**config.mk**
```make
export PLATFORM = sky130hd
export DESIGN_NAME = fifo_2c_push_sched
export DESIGN_NICKNAME = d
export VERILOG_FILES = /design/src/rtl/fifo_2c_push_sched_pkg.sv /design/src/rtl/rr_arb_burst.sv /design/src/rtl/fifo_2c_push_sched.sv
export SDC_FILE = /design/constraint.sdc
export NUM_CORES = 1
export LEC_CHECK = 0
export ABC_CLOCK_PERIOD_IN_PS = 6700
export CORE_MARGIN = 8
export CORE_UTILIZATION = 55
export DETAILED_ROUTE_END_ITERATION = 8
export DONT_BUFFER_PORTS = 1
export GPL_TIMING_DRIVEN = 0
export PLACE_DENSITY = 0.81
export SETUP_SLACK_MARGIN = 0.02
export SYNTH_ARGS = -nofsm -noshare
export SYNTH_HDL_FRONTEND = slang
export SYNTH_SLANG_ARGS = --single-unit
```
**constraint.sdc**
```tcl
create_clock -name clk -period 6.7 [get_ports clk]
set_clock_uncertainty 0.2 [all_clocks]
set_input_delay 2.01 -clock clk [delete_from_list [all_inputs] [get_ports clk]]
set_output_delay 2.01 -clock clk [all_outputs]
set_load 0.01 [all_outputs]
```
**src/rtl/fifo_2c_push_sched_pkg.sv**
```systemverilog
// Shared types and widths for the dual-clock FIFO push scheduler.
package fifo_2c_push_sched_pkg;

  typedef enum logic [1:0] {
    StRun       = 2'd0,
    StClrAssert = 2'd1,
    StClrWait   = 2'd2,
    StClrDone   = 2'd3
  } state_e;

  localparam int unsigned STALL_CNT_W = 16;
  // Wide enough for BURST_MAX up to 15.
  localparam int unsigned BURST_CNT_W = 4;

endpackage

```
**src/rtl/rr_arb_burst.sv**
```systemverilog
// Round-robin arbiter with a per-holder burst limit; one-hot grant plus index.
module rr_arb_burst
  import fifo_2c_push_sched_pkg::*;
#(
  parameter int unsigned NUM_REQ   = 4,
  parameter int unsigned BURST_MAX = 4,
  parameter int unsigned REQ_ID_W  = 2
) (
  input  logic                clk_i,
  input  logic                rst_ni,
  input  logic                en_i,
  input  logic [NUM_REQ-1:0]  req_valid_i,
  output logic                gnt_valid_o,
  output logic [NUM_REQ-1:0]  gnt_onehot_o,
  output logic [REQ_ID_W-1:0] gnt_idx_o
);

  logic [REQ_ID_W-1:0]    rr_ptr_q, rr_ptr_d;
  logic [REQ_ID_W-1:0]    holder_q, holder_d;
  logic [BURST_CNT_W-1:0] burst_cnt_q, burst_cnt_d;
  logic [BURST_CNT_W-1:0] cnt_next;
  logic                   holder_active, keep, found;
  logic [REQ_ID_W-1:0]    start, pick, idx;
  logic [REQ_ID_W:0]      sum;

  function automatic logic [REQ_ID_W-1:0] wrap_inc(input logic [REQ_ID_W-1:0] v);
    if (v == REQ_ID_W'(NUM_REQ - 1)) begin
      return '0;
    end
    return v + REQ_ID_W'(1);
  endfunction

  // A zero burst count means nobody holds the grant; the scan then starts at rr_ptr.
  always_comb begin
    holder_active = (burst_cnt_q != '0);
    keep          = holder_active && req_valid_i[holder_q];
    start         = holder_active ? wrap_inc(holder_q) : rr_ptr_q;
    found         = 1'b0;
    pick          = '0;
    sum           = '0;
    idx           = '0;
    if (keep) begin
      found = 1'b1;
      pick  = holder_q;
    end else begin
      for (int unsigned i = 0; i < NUM_REQ; i++) begin
        sum = {1'b0, start} + (REQ_ID_W + 1)'(i);
        if (sum >= (REQ_ID_W + 1)'(NUM_REQ)) begin
          sum = sum - (REQ_ID_W + 1)'(NUM_REQ);
        end
        idx = sum[REQ_ID_W-1:0];
        if (!found && req_valid_i[idx]) begin
          found = 1'b1;
          pick  = idx;
        end
      end
    end
  end

  always_comb begin
    gnt_valid_o  = en_i && found;
    gnt_idx_o    = gnt_valid_o ? pick : '0;
    gnt_onehot_o = gnt_valid_o ? (NUM_REQ'(1) << pick) : '0;
  end

  always_comb begin
    rr_ptr_d    = rr_ptr_q;
    holder_d    = holder_q;
    burst_cnt_d = burst_cnt_q;
    cnt_next    = keep ? burst_cnt_q + BURST_CNT_W'(1) : BURST_CNT_W'(1);
    if (gnt_valid_o) begin
      if (!keep && holder_active) begin
        rr_ptr_d = wrap_inc(holder_q);
      end
      holder_d = pick;
      if (cnt_next == BURST_CNT_W'(BURST_MAX)) begin
        rr_ptr_d    = wrap_inc(pick);
        burst_cnt_d = '0;
      end else begin
        burst_cnt_d = cnt_next;
      end
    end
  end

  always_ff @(posedge clk_i) begin
    if (!rst_ni) begin
      rr_ptr_q    <= '0;
      holder_q    <= '0;
      burst_cnt_q <= '0;
    end else begin
      rr_ptr_q    <= rr_ptr_d;
      holder_q    <= holder_d;
      burst_cnt_q <= burst_cnt_d;
    end
  end

endmodule

```
**src/rtl/fifo_2c_push_sched.sv**
```systemverilog
// Source-domain push scheduler and clear sequencer for a dual-clock FIFO.
// Optional stall counter output enabled by FIFO_PUSH_SCHED_STATS_EN.
module fifo_2c_push_sched
  import fifo_2c_push_sched_pkg::*;
#(
  parameter int unsigned NUM_REQ   = 4,
  parameter int unsigned WIDTH     = 8,
  parameter int unsigned BURST_MAX = 4,
  parameter int unsigned REQ_ID_W  = 2
) (
  input  logic                     clk,
  input  logic                     rst_n,
  input  logic [NUM_REQ-1:0]       req_valid,
  input  logic [NUM_REQ*WIDTH-1:0] req_data,
  output logic [NUM_REQ-1:0]       req_ready,
  input  logic                     flush_req,
  output logic                     flush_done,
  output logic                     busy,
  input  logic                     fifo_full_s,
  input  logic                     fifo_clr_in_prog_s,
  input  logic                     fifo_clr_cmplt_s,
  input  logic                     fifo_error_s,
  output logic                     fifo_push_s_n,
  output logic [WIDTH-1:0]         fifo_data_s,
  output logic                     fifo_clr_s,
  output logic [REQ_ID_W-1:0]      grant_id,
  output logic                     err_sticky
`ifdef FIFO_PUSH_SCHED_STATS_EN
  ,
  output logic [STALL_CNT_W-1:0]   stall_cnt
`endif
);

  state_e              state_q, state_d;
  logic                flush_pending_q, flush_pending_d;
  logic                err_sticky_q, err_sticky_d;
  logic [WIDTH-1:0]    data_q, data_d;
  logic                arb_en, gnt_valid;
  logic [NUM_REQ-1:0]  gnt_onehot;
  logic [REQ_ID_W-1:0] gnt_idx;
  logic [WIDTH-1:0]    gnt_data;

  // rst_n gates the grant so no push leaks out while reset is held.
  assign arb_en = rst_n && (state_q == StRun) && !fifo_full_s && !fifo_clr_in_prog_s;

  rr_arb_burst #(
    .NUM_REQ   (NUM_REQ),
    .BURST_MAX (BURST_MAX),
    .REQ_ID_W  (REQ_ID_W)
  ) u_arb (
    .clk_i        (clk),
    .rst_ni       (rst_n),
    .en_i         (arb_en),
    .req_valid_i  (req_valid),
    .gnt_valid_o  (gnt_valid),
    .gnt_onehot_o (gnt_onehot),
    .gnt_idx_o    (gnt_idx)
  );

  always_comb begin
    gnt_data = '0;
    for (int unsigned i = 0; i < NUM_REQ; i++) begin
      if (gnt_onehot[i]) begin
        gnt_data = gnt_data | req_data[i*WIDTH +: WIDTH];
      end
    end
  end

  always_comb begin
    req_ready     = gnt_onehot;
    grant_id      = gnt_idx;
    fifo_push_s_n = !gnt_valid;
    fifo_data_s   = gnt_valid ? gnt_data : data_q;
    data_d        = fifo_data_s;
    fifo_clr_s    = (state_q == StClrAssert);
    flush_done    = (state_q == StClrDone);
    busy          = (state_q != StRun);
    err_sticky    = err_sticky_q;
  end

  // A request seen outside RUN buys exactly one more clear; repeats coalesce.
  always_comb begin
    state_d         = state_q;
    flush_pending_d = flush_pending_q;
    case (state_q)
      StRun: begin
        if (flush_req || flush_pending_q) begin
          state_d = StClrAssert;
        end
      end
      StClrAssert: state_d = StClrWait;
      StClrWait: begin
        if (fifo_clr_cmplt_s) begin
          state_d = StClrDone;
        end
      end
      StClrDone: state_d = StRun;
      default:   state_d = StRun;
    endcase
    if (state_q == StRun) begin
      flush_pending_d = 1'b0;
    end else if (flush_req) begin
      flush_pending_d = 1'b1;
    end
    err_sticky_d = fifo_error_s || (err_sticky_q && (state_q != StClrDone));
  end

  always_ff @(posedge clk) begin
    if (!rst_n) begin
      state_q         <= StRun;
      flush_pending_q <= 1'b0;
      err_sticky_q    <= 1'b0;
      data_q          <= '0;
    end else begin
      state_q         <= state_d;
      flush_pending_q <= flush_pending_d;
      err_sticky_q    <= err_sticky_d;
      data_q          <= data_d;
    end
  end

`ifdef FIFO_PUSH_SCHED_STATS_EN
  logic [STALL_CNT_W-1:0] stall_cnt_q, stall_cnt_d;

  always_comb begin
    stall_cnt_d = stall_cnt_q;
    if (state_q == StClrDone) begin
      stall_cnt_d = '0;
    end else if ((state_q == StRun) && (|req_valid) && fifo_full_s && (stall_cnt_q != '1)) begin
      stall_cnt_d = stall_cnt_q + STALL_CNT_W'(1);
    end
  end

  always_ff @(posedge clk) begin
    if (!rst_n) begin
      stall_cnt_q <= '0;
    end else begin
      stall_cnt_q <= stall_cnt_d;
    end
  end

  assign stall_cnt = stall_cnt_q;
`endif

endmodule

```
==> results of run 1 <==
## cell usage after synthesis, types with 2 or more instances
master / number / area, um2
and2_1: 6 / 37.5
nor4_1: 2 / 12.5
dfxtp_1: 20 / 400
mux2i_1: 14 / 140
a22oi_1: 16 / 120
buf_1: 4 / 15.0
a31oi_1: 9 / 56.3
buf_6: 2 / 22.5
inv_1: 12 / 45.0
a32oi_1: 2 / 17.5
nand3_1: 4 / 20.0
buf_2: 3 / 15.0
ha_1: 11 / 138
o31ai_1: 2 / 15.0
or4b_2: 2 / 20.0
nand2_1: 10 / 37.5
nor2b_1: 2 / 12.5
clkbuf_1: 7 / 26.3
nor3b_1: 4 / 30.0
nor3_1: 12 / 60.1
a311oi_1: 10 / 87.6
o21ai_0: 4 / 20.0
a21oi_1: 6 / 30.0
nor2_1: 9 / 33.8
o211ai_1: 2 / 15.0
a211oi_1: 3 / 22.5
mux2_2: 2 / 22.5
nand3b_1: 2 / 15.0
o22ai_1: 2 / 12.5
## state kept, by name (all words and copies together) (netlist names)
| signal | cells |
|---|---|
| flush_pending_q | 1 |
| state_q | 2 |
| u_arb.holder_q | 2 |
| u_arb.rr_ptr_q | 2 |
| u_arb.burst_cnt_q | 4 |
| err_sticky | 1 |
| data_q | 8 |
## per-layer routing
layer	vias to the layer above	wire, um	GRT usage
li1	790	-	-
met1	779	1990	0.207
met2	81	2260	0.302
met3	2	461	0.0683
met4	0	22	0.0300
met5	-	0	0
## cell type report
class                           count  share of cell area
Multi-Input combinational cell    154               0.672
Sequential cell                    20               0.206
Buffer                             13              0.0386
Inverter                           12              0.0232
Tap cell                           33              0.0212
Clock inverter                      1              0.0154
Clock buffer                        3              0.0116
Timing Repair Buffer                3              0.0116
## critical path, cell delays in order
cell and delay (ns):
clkbuf_2 0.17, mux4_2 0.51, and2_2 0.27, nor3_1 0.25, a32oi_1 0.14, a21boi_4 0.19, inv_1 0.18, ha_4 0.23
a22oi_1 0.13, a31oi_2 0.30
## report_power, final
part           internal [mW]  leakage [nW]  switching [mW]  total, mW
clock network         0.0605        0.0279          0.0373     0.0978
logic                  0.132         0.487           0.187      0.319
registers              0.140         0.163          0.0129      0.153
total                  0.332         0.678           0.237      0.569
## stage by stage
| stage | hold slack [ns] | util | instance area, um2 |
|---|---|---|---|
| finish | 0.347 | 0.653 | 1940 |
| global route | 0.366 | 0.653 | 1940 |
| CTS | 0.345 | 0.630 | 1880 |
| detailed placement | 0.330 | 0.580 | 1730 |
| global placement | 0.288 | 0.580 | 1730 |
| floorplan | 0.274 | - | 1690 |
## timing repair
item | in CTS | in global routing
endpoints found under the setup margin | 12 | 8
pin swaps | 2 | 2
buffers inserted | 2 | 1
gates resized for setup | 19 | 11
## worst max-delay path by stage
stage / startpoint / end / slack, ns / cells past startpoint
after CTS: req_valid[0] / fifo_data_s[5] / 0.003 / 12
after global placement: req_valid[0] / fifo_data_s[0] / -0.34 / 11
after floorplan: req_valid[0] / fifo_data_s[7] / 0.14 / 11
after global routing: req_valid[0] / fifo_data_s[5] / 0.02 / 10
final: req_valid[0] / fifo_data_s[5] / 0.10 / 10
after detailed placement: req_valid[0] / fifo_data_s[1] / -0.40 / 11
## cell families (layout without fill, tap and decap cells)
kind of cell,after synthesis,after routing,synth area share
buffers and inverters,30,32,0.0809
and+or+nand+nor,60,60,0.202
AOI/OAI and AO/OA,65,65,0.283
adders and majority gates,11,11,0.0816
DFF,20,20,0.237
xor gates and xnor gates,1,1,0.00519
muxes,17,17,0.110
==> impl_metrics.ini, run 1 <==
[global_routing]
gr-total-overflow = 0
antenna_found_initial = 0
grt_pass1_vias = 1612
grt_util_all_layers = 0.177
grt_first_pass_wirelength_um = 7510
grt_start_max_net_pins = 13

[setup_path]
r2r_slack_ns = 3.00
required_ns = 4.49
critPathKind = in -> out
timing.rr.start = u_arb.burst_cnt_q[0]$_SDFFE_PN0N_
end_kind = primary output
crit_path_start_kind = input pin
worstPathMaxFanout = 10
cp.arrival_ns = 4.39
worstRegToRegCells = 13
r2r-end = data_q[4]$_SDFF_PN0_

[cts]
postCtsHoldBufs = 0
clk_pin_slew_ns = 0.11
root_buffer = clkbuf_4
cts_max_path_buffers = 2
clock_latency_ns = 0.30
cts_buffers = 3
cts_tree = done
cts_max_level = 1
cts_sinks = 20

[synthesis]
synth_area_mm2 = 0.00169
yosysSeqAreaShare = 0.237
synth_edf_count = 0
ys_ff_latch = 20
syn_avg_cell_area_um2 = 8.27
synth_nets = 258
synth.distinct_cells = 49
ys.flop_type = dfxtp_1
ys_warn_count = 0
async_flop_share = 0
synthCells = 204

[sta]
tightest_slew_ns = 0.682
setup_viol = 0
final.setup.tns_ns = 0
max_freq_mhz = 152
slew_headroom = 0.541
worst_slack_ns = 0.100
maxSlewViolCount = 0
final-hold-violation-count = 0
period_minus_slack_ns = 6.60
rsz0062_at_grt = no
post-route-period-util = 0.985

[finish]
n_fill_cell = 262
seq_area_um2 = 400
drive_above_1_share = 0.233
diodes = 0
num-nets-final = 261
multi_input_area_mm2 = 0.00131
mostFrequentLayoutCells = 20 x dfxtp_1, 14 x mux2i_1, 12 x inv_1, 12 x nor3_1
instances_no_fill = 239
layout_commonest_cell = dfxtp_1
area_growth_pct = 15.3

[pwr]
total_power_mw = 0.569
ir_worst_vdd_mv = 0.217
p_per_area_mw_per_mm2 = 293
p_leak_nw = 0.678

[routing]
drtPass1Iterations = 4
drt_iter0_drc = 89
detail_route.vias_per_cell = 6.91
drt.antenna.violating_nets = 0
routed-via-count = 1652
wl_per_cell_um = 19.8
drc = 0
totalWireLength_um = 4730

[floorplan]
dieWidth_um = 71.4
placementRows = 20
die_h_um = 71.4
start_util = 0.566
die_area_mm2 = 0.00509
fp.coreArea_mm2 = 0.00298
io_pins = 62

[min_path]
holdPathEnd = flush_pending_q$_SDFFE_PP0P_
whs_path_depth = 2
hold_path.startpoint = flush_pending_q$_SDFFE_PP0P_
hold_class = reg -> reg

[flow_run]
max_cap_viol_count = 0

[run_status]
status = completed

[place]
dp.cells = 237
hpwlAfterDp_um = 3620
port_buffers = 0
pre_cts_ws_ns = -0.399
gp_congestion = 0.921
(Power assumes the default switching activity.)
==> inputs of run 2 (changes only) <==
--- a/config.mk
+++ b/config.mk
@@ -7,11 +7,11 @@
 export LEC_CHECK = 0
 export ABC_CLOCK_PERIOD_IN_PS = 6700
 export CORE_MARGIN = 8
-export CORE_UTILIZATION = 55
+export CORE_UTILIZATION = 35
 export DETAILED_ROUTE_END_ITERATION = 8
 export DONT_BUFFER_PORTS = 1
 export GPL_TIMING_DRIVEN = 0
-export PLACE_DENSITY = 0.81
+export PLACE_DENSITY = 0.6
 export SETUP_SLACK_MARGIN = 0.02
 export SYNTH_ARGS = -nofsm -noshare
 export SYNTH_HDL_FRONTEND = slang
==> run 2 against run 1 <==
Net effect:
- critical path depth unchanged
- setup slack better by 0.015 ns
- largest cell class unchanged
- sequential power about the same
- combinational power down 5%
- clock-buffer cell count up 1
- cell count up 8.8%
- worst hold slack worse by 0.031 ns
- fmax up 0.22%
- critical endpoint is now fifo_data_s[6]
- flip-flop and latch count unchanged
==> impl_metrics.ini, run 2 (synthesis results as in run 1) <==
[run_status]
status = completed

[routing]
routed-via-count = 1647
wl_met1_um = 2210
drc = 0
drt.antenna.violating_nets = 0
drt_iter0_drc = 101
detail_route.vias_per_cell = 6.33
wl_met3_um = 350
wl_met2_um = 2440
highest_layer = met4
drtPass1Iterations = 4
totalWireLength_um = 5030
wl_per_cell_um = 19.4

[floorplan]
die_h_um = 85.4
fp.coreArea_mm2 = 0.00469
die_area_mm2 = 0.00730
io_pins = 62
placementRows = 25
dieWidth_um = 85.4
start_util = 0.359

[setup_path]
cp_top_family = compound AO/OA/AOI/OAI gates
crit_path_start_kind = input pin
crit_chain = clkbuf_2 > mux4_2 > and2_2 > a21oi_1 > o311ai_0 > o22ai_2 > inv_1 > ha_2 > a22oi_1 > a31oi_2
r2r-end = data_q[1]$_SDFF_PN0_
worstRegToRegCells = 12
startpoint = req_valid[0]
slowest_stage = mux4_2
crit_path_end = fifo_data_s[6]
critPathKind = in -> out
critPathMaxStageDelay_ns = 0.55
required_ns = 4.49
timing.rr.start = u_arb.burst_cnt_q[0]$_SDFFE_PN0N_
crit_buf_inv = 2
worstPathMaxFanout = 10
end_kind = primary output
cp.arrival_ns = 4.37
path_depth = 10
r2r_slack_ns = 3.01

[sta]
tightest_slew_ns = 0.770
worst_slack_ns = 0.115
setup_viol = 0
slew_headroom = 0.482
maxSlewViolCount = 0
post-route-period-util = 0.983
rsz0062_at_grt = yes
max_freq_mhz = 152
period_minus_slack_ns = 6.58
final-hold-violation-count = 0

[finish]
largest_reg_flops = 8
layout_commonest_cell = dfxtp_1
top_register = data_q
mostFrequentLayoutCells = 20 x dfxtp_1, 14 x mux2i_1, 14 x a22oi_1
area_growth_pct = 13.4
fin_area_mm2 = 0.00191
drive_above_1_share = 0.204
diodes = 0
biggestRegsByFlops = data_q: 8 flops, u_arb.burst_cnt_q: 4 flops
num-nets-final = 261

[cts]
cts_max_path_buffers = 2
clock_latency_ns = 0.26
cts_tree = done
clk_pin_slew_ns = 0.07
cts_sinks = 20
cts_max_level = 1
postCtsHoldBufs = 0
root_buffer = clkbuf_8
cts_buffers = 3

[flow_run]
max_cap_viol_count = 0

[global_routing]
grt_start_max_net_pins = 12
grt_util_all_layers = 0.133
antenna_found_initial = 0
gr-total-overflow = 0
grt_pass1_vias = 1659
grt_first_pass_wirelength_um = 8020

[place]
placed_cell_area_mm2 = 0.00175
hpwlAfterDp_um = 3830
pre_cts_ws_ns = -0.492
port_buffers = 0
gp_congestion = 0.824

[pwr]
total_power_mw = 0.548
ir_worst_vdd_mv = 0.164
p_leak_nw = 0.669
p_per_area_mw_per_mm2 = 287

[min_path]
hold_class = reg -> reg
==> run 2: final cells by class <==
class / instances / area, um2
Clock buffer: 4 / 55.1
Timing Repair Buffer: 3 / 22.5
Tap cell: 54 / 67.6
Multi-Input combinational cell: 154 / 1240
Sequential cell: 20 / 400
Fill cell: 480 / 2780
Buffer: 13 / 76.3
Inverter: 12 / 45.0
==> run 2: worst min path at each step <==
| stage | start | to | slack (ns) | cells after the start |
|---|---|---|---|---|
| 6_report | flush_pending_q$_SDFFE_PP0P_ | flush_pending_q$_SDFFE_PP0P_ | 0.32 | 2 |
| 5_1_grt | u_arb.burst_cnt_q[1]$_SDFFE_PN0N_ | u_arb.burst_cnt_q[1]$_SDFFE_PN0N_ | 0.38 | 2 |
| 4_1_cts | flush_pending_q$_SDFFE_PP0P_ | flush_pending_q$_SDFFE_PP0P_ | 0.32 | 2 |
| 3_5_place_dp | flush_pending_q$_SDFFE_PP0P_ | flush_pending_q$_SDFFE_PP0P_ | 0.30 | 2 |
| 3_3_place_gp | flush_pending_q$_SDFFE_PP0P_ | flush_pending_q$_SDFFE_PP0P_ | 0.29 | 2 |
| 2_1_floorplan | flush_pending_q$_SDFFE_PP0P_ | flush_pending_q$_SDFFE_PP0P_ | 0.27 | 2 |
==> run 2: tightest hold or removal path: stages, from the launching register on <==
cell and delay, ns:
dfxtp_1 0.31, nor2_1 0.05, nor3_1 0.11
==> run 2: power by group <==
part / total [mW] / internal [mW] / switching, mW
clock: 0.0920 / 0.0523 / 0.0397
sequential: 0.153 / 0.140 / 0.0130
combinational: 0.303 / 0.121 / 0.182
==> run 2: per-layer routing <==
layer,vias to the layer above,track usage
met5,-,0
met4,0,0.0191
met3,6,0.0367
met2,64,0.226
met1,783,0.165
li1,794,-
==> run 2: through the flow <==
step | cells | hold WS [ns] | util | TNS [ns]
global placement | 258 | 0.292 | 0.374 | -4.30
CTS | 260 | 0.318 | 0.397 | 0
detailed placement | 258 | 0.300 | 0.374 | -4.24
finish | 260 | 0.316 | 0.407 | 0
floorplan | 204 | 0.274 | - | 0
global route | 260 | 0.376 | 0.407 | 0
==> run 2: repair_timing <==
action,4_1_cts,5_1_grt
gates resized for setup,12,11
pin swaps,1,3
endpoints found under the setup margin,12,8
setup buffers,3,0
